## config.mk

```make
export PLATFORM = sky130hd
export DESIGN_NAME = hazard_ctrl
export DESIGN_NICKNAME = d
export VERILOG_FILES = /design/src/rtl/hazard_ctrl.sv
export SDC_FILE = /design/constraint.sdc
export NUM_CORES = 1
export LEC_CHECK = 0
export BUFFER_PORTS_ARGS = -buffer_cell sky130_fd_sc_hd__buf_2
export CORE_ASPECT_RATIO = 0.5
export CORE_MARGIN = 2
export CORE_UTILIZATION = 35
export DETAILED_ROUTE_END_ITERATION = 16
export PLACE_DENSITY = 0.6
export SLEW_MARGIN = 5
export SYNTH_ARGS = -nofsm -noshare
export SYNTH_HDL_FRONTEND = slang
export SYNTH_SLANG_ARGS = --single-unit
export TNS_END_PERCENT = 5
```

## constraint.sdc

```tcl
create_clock -name clk -period 3 [get_ports clk]
set_input_delay 0.15 -clock clk [delete_from_list [all_inputs] [get_ports clk]]
set_output_delay 0.15 -clock clk [all_outputs]
set_load 0.01 [all_outputs]
```

## src/rtl/hazard_ctrl.sv

```systemverilog
// Pipeline hazard controller: load-use bubbles, taken-branch flushes and a
// bounded data-memory freeze with a sticky timeout flag and event counters.
module hazard_ctrl #(
    parameter int unsigned TIMEOUT = 255
) (
    input  logic        clk,
    input  logic        rst_n,
    input  logic [6:0]  id_opcode,
    input  logic [4:0]  id_rs1,
    input  logic [4:0]  id_rs2,
    input  logic        ex_memread,
    input  logic [4:0]  ex_rd,
    input  logic        ex_branch_taken,
    input  logic        mem_req,
    input  logic        dmem_ack,
    output logic        stall,
    output logic        pc_write,
    output logic        ifid_write,
    output logic        ifid_flush,
    output logic        idex_flush,
    output logic        hold,
    output logic        mem_timeout,
    output logic [15:0] stall_cnt,
    output logic [15:0] flush_cnt
);

    localparam logic [0:0] RUN      = 1'b0;
    localparam logic [0:0] MEM_WAIT = 1'b1;
    localparam logic [7:0] LP_LAST  = 8'(TIMEOUT - 1);

    logic [0:0]  r_state;
    logic [7:0]  r_wait_cnt;
    logic        r_mem_timeout;
    logic [15:0] r_stall_cnt;
    logic [15:0] r_flush_cnt;

    logic w_rs1_used;
    logic w_rs2_used;
    logic w_lu;
    logic w_frz;

    always_comb begin
        w_rs1_used = 1'b0;
        w_rs2_used = 1'b0;
        case (id_opcode)
            7'b0000011, 7'b0010011, 7'b1100111: w_rs1_used = 1'b1;
            7'b0100011, 7'b0110011, 7'b1100011: begin
                w_rs1_used = 1'b1;
                w_rs2_used = 1'b1;
            end
            default: ;
        endcase
    end

    assign w_lu = ex_memread && (ex_rd != 5'd0) &&
                  ((w_rs1_used && (ex_rd == id_rs1)) ||
                   (w_rs2_used && (ex_rd == id_rs2)));

    assign w_frz = ((r_state == RUN) && mem_req && !dmem_ack && !r_mem_timeout) ||
                   ((r_state == MEM_WAIT) && !dmem_ack);

    // Priority: reset bubble > memory freeze > branch flush > load-use stall
    always_comb begin
        stall      = 1'b0;
        pc_write   = 1'b1;
        ifid_write = 1'b1;
        ifid_flush = 1'b0;
        idex_flush = 1'b0;
        hold       = 1'b0;
        if (!rst_n) begin
            stall      = 1'b1;
            pc_write   = 1'b0;
            ifid_write = 1'b0;
        end else if (w_frz) begin
            hold       = 1'b1;
            pc_write   = 1'b0;
            ifid_write = 1'b0;
        end else if (ex_branch_taken) begin
            ifid_flush = 1'b1;
            idex_flush = 1'b1;
        end else if (w_lu) begin
            stall      = 1'b1;
            pc_write   = 1'b0;
            ifid_write = 1'b0;
        end
    end

    always_ff @(posedge clk) begin
        if (!rst_n) begin
            r_state       <= RUN;
            r_wait_cnt    <= '0;
            r_mem_timeout <= 1'b0;
        end else begin
            case (r_state)
                RUN: begin
                    if (w_frz) begin
                        r_state    <= MEM_WAIT;
                        r_wait_cnt <= 8'd1;
                    end
                end
                default: begin
                    if (dmem_ack) begin
                        r_state    <= RUN;
                        r_wait_cnt <= '0;
                    end else if (r_wait_cnt == LP_LAST) begin
                        r_state       <= RUN;
                        r_wait_cnt    <= '0;
                        r_mem_timeout <= 1'b1;
                    end else begin
                        r_wait_cnt <= r_wait_cnt + 8'd1;
                    end
                end
            endcase
        end
    end

    always_ff @(posedge clk) begin
        if (!rst_n) begin
            r_stall_cnt <= '0;
            r_flush_cnt <= '0;
        end else if (!w_frz) begin
            if (ex_branch_taken) begin
                if (r_flush_cnt != '1) r_flush_cnt <= r_flush_cnt + 16'd1;
            end else if (w_lu) begin
                if (r_stall_cnt != '1) r_stall_cnt <= r_stall_cnt + 16'd1;
            end
        end
    end

    assign mem_timeout = r_mem_timeout;
    assign stall_cnt   = r_stall_cnt;
    assign flush_cnt   = r_flush_cnt;

endmodule

```

==> results.cfg <==
[status]
status = finished clean

[timing]
slew_viol_final = 0
setup_viol = 0
worstMarginPinSlew_ns = 0.7712
relSlewSlack_pct = 48.49
period_needed_ns = 2.269
finalCritPeriodShare_pct = 75.62
fmax_mhz = 440.8
hold_ws_ns = 0.3427
setup_ws_ns = 0.7315
hold_viol_final = 0
rsz0062_at_grt = no
skew_ns = 0.007241
setup_tns_ns = 0

[global_route]
grt_start_max_net_pins = 26
gr-usage-all-layers_pct = 14.72
gr-total-overflow = 0
antenna_found_initial = 0
grt_pass1_wl_mm = 8.590
grt_pass1_vias = 1873

[routing]
num_vias = 2163
drt-initial-drc-count = 81
wl_per_cell_um = 12.80
drcViolationCount = 0
ant_nets = 0
met3_length_um = 264
top_layer = met4
vias_per_cell = 5.066
routed_wl_mm = 5.464
routedLengthMet1_mm = 2.714
met2WireLength_mm = 2.440
firstDrtPassIters = 4

[yosys]
yosysSeqAreaShare_pct = 36.92
ys_warn_count = 0
synth_fp_nets = 302
syn_area_per_cell_um2 = 8.434
async_reset_ff_share_pct = 0
synth-seq-cells = 42
synthesis.instances = 270
synth_ff_type = dfxtp_1
synth_cell_type_count = 45
synth_top_area_cell = dfxtp_1
synthesis.area_um2 = 2277
synth_edf_count = 0
synth_area_leaders = dfxtp_1 37%, xnor2_1 6.5%, nor2_1 4.9%
synth_top_area_share_pct = 36.92

[critical_path]
critPathLaunchType = register
path_max_fanout = 9
required_ns = 3.15
reg2reg_from = stall_cnt[1]
crit_start = stall_cnt[1]
slowest_stage = o41ai_2
worstPathArrival_ns = 2.42
crit_chain = ha_1 -> nand3_1 -> or2_2 -> o41ai_2 -> a211o_1 -> nor4_1 -> mux2i_1
crit_type = register to register
critPathCaptureType = register
slowest_delay_ns = 0.48

[power_and_ir_drop]
clock_power_share_pct = 46.9
combPwrFrac_pct = 8.2
ir_drop_uv = 289.3
p_total_w = 0.001273
p_leak_nw = 1.174
switching_power_w = 0.0002767
p_int_w = 0.0009968
switching_share_pct = 21.73
pwr_density_cell_nw_per_um2 = 445.6
seq_power_share_pct = 44.8

[clocking]
hold_buffers = 0
cts_tree = done
numCtsBuffers = 5
clock_sinks = 42
path_clk_slew_ns = 0.06
post_cts_buffers = 0
clk_latency_ns = 0.28
cts_buffer_depth = 2
h-tree-depth = 2
cts_resized = 0
cts_root_buf = clkbuf_16

[placed_design]
dp_hpwl_mm = 4.084
place_ws_ns = 0.7599
place_congestion = 0.8244
place.port_buffers = 66

[finish]
area_growth_pct = 25.49
nNetsFinal = 370
num_antenna_cells = 0
final_layout_size_suffix_gt1_share_pct = 25.66

[floorplan]
die_area_um2 = 7206
fp.coreArea_um2 = 6181
fp-row-count = 20
die_h_um = 61.04
io_pins = 67
die_x_um = 118.1
start_util_pct = 36.84

[worst_hold_path]
min_from = rst_n
hold_path.class = input port to register

[job]
drv_cap = 0
-- power groups by stage --
| stage | sequential [W] | combinational (W) | clock (W) |
|---|---|---|---|
| 6_report | 0.000571 | 0.000104 | 0.000598 |
| 5_1_grt | 0.000571 | 0.000116 | 0.000636 |
| 4_1_cts | 0.000571 | 0.000105 | 0.000610 |
| 3_5_place_dp | 0.000583 | 0.000104 | 0 |
| 3_3_place_gp | 0.000583 | 0.000103 | 0 |
| 2_1_floorplan | 0.000583 | 0.0000608 | 0 |
-- area by class of cell --
class / instances / area, µm²
clock buffer: 5 / 125.1
clock inverter: 3 / 40.04
fill: 633 / 3323
inverter: 8 / 30.03
multi-input combinational: 213 / 1366
sequential: 42 / 840.8
tap: 88 / 110.1
timing repair buffer: 68 / 345.3
-- cell usage after synthesis, drive strengths merged, types with 4 or more instances --
cell type / n
mux2i: 10
nor4: 6
nand3: 19
nor3: 6
dfxtp: 42
xor2: 11
nand2: 25
a21oi: 10
or3: 8
inv: 7
and3: 4
nand2b: 10
xnor2: 17
o21ai: 12
ha: 4
nand4: 12
nor2: 30
-- worst max-delay path: cells and delay by family, from the launching register on --
| family | cells | cell delay (ns) |
|---|---|---|
| flip-flops | 1 | 0.41 |
| adder cells (fa/ha/maj) | 1 | 0.22 |
| multiplexers | 1 | 0.13 |
| AND/OR/NAND/NOR | 3 | 0.62 |
| AO/OA/AOI/OAI | 2 | 0.76 |
-- through the flow --
step | instances | instance area (µm²) | utilization [%]
detailed placement | 419 | 2693 | 43.56
CTS | 427 | 2858 | 46.23
floorplan | 270 | 2277 | -
global route | 427 | 2858 | 46.23
global placement | 419 | 2693 | 43.56
finish | 427 | 2858 | 46.23
-- logic make-up after synthesis --
family	after synthesis	share of synthesized area, %
flip-flops	42	36.92
AND/OR/NAND/NOR	133	30.22
multiplexers	10	4.396
adder cells (fa/ha/maj)	4	2.198
XOR/XNOR	28	10.77
AO/OA/AOI/OAI	38	12.42
buffers and inverters	15	3.077
-- state kept, by name, summed over array words and instances (netlist names) --
register,cells
flush_cnt,16
stall_cnt,16
r_wait_cnt,8
mem_timeout,1
r_state,1
-- final timing paths --
kind              endpoint  slack (ns)  cells past startpoint
max          stall_cnt[11]        0.73                      7
min            mem_timeout        0.34                      2
max reg2reg  stall_cnt[11]        0.73                      7
min reg2reg   stall_cnt[7]        0.50                      2
-- cells in the final DEF, fill, tap and decap left out, types with 8 or more instances in the layout --
cell type  synthesis  layout
xnor2_1           17      17
nand2_1           25      25
or3_1              8       8
nand3_1           19      19
xor2_1            11      11
a21oi_1           10      10
nor2_1            30      30
dfxtp_1           42      42
nand4_1           11      11
nand2b_1          10      10
buf_2              1      66
mux2i_1           10      10
o21ai_0           12      12
-- layer usage --
layer  track usage [%]  vias to the layer above
met1             19.55                     1005
met2             25.52                       62
met4             3.442                        0
met5                 0                        -
met3             2.963                        4
li1                  -                     1092
Power figures use the tool's default switching activity.
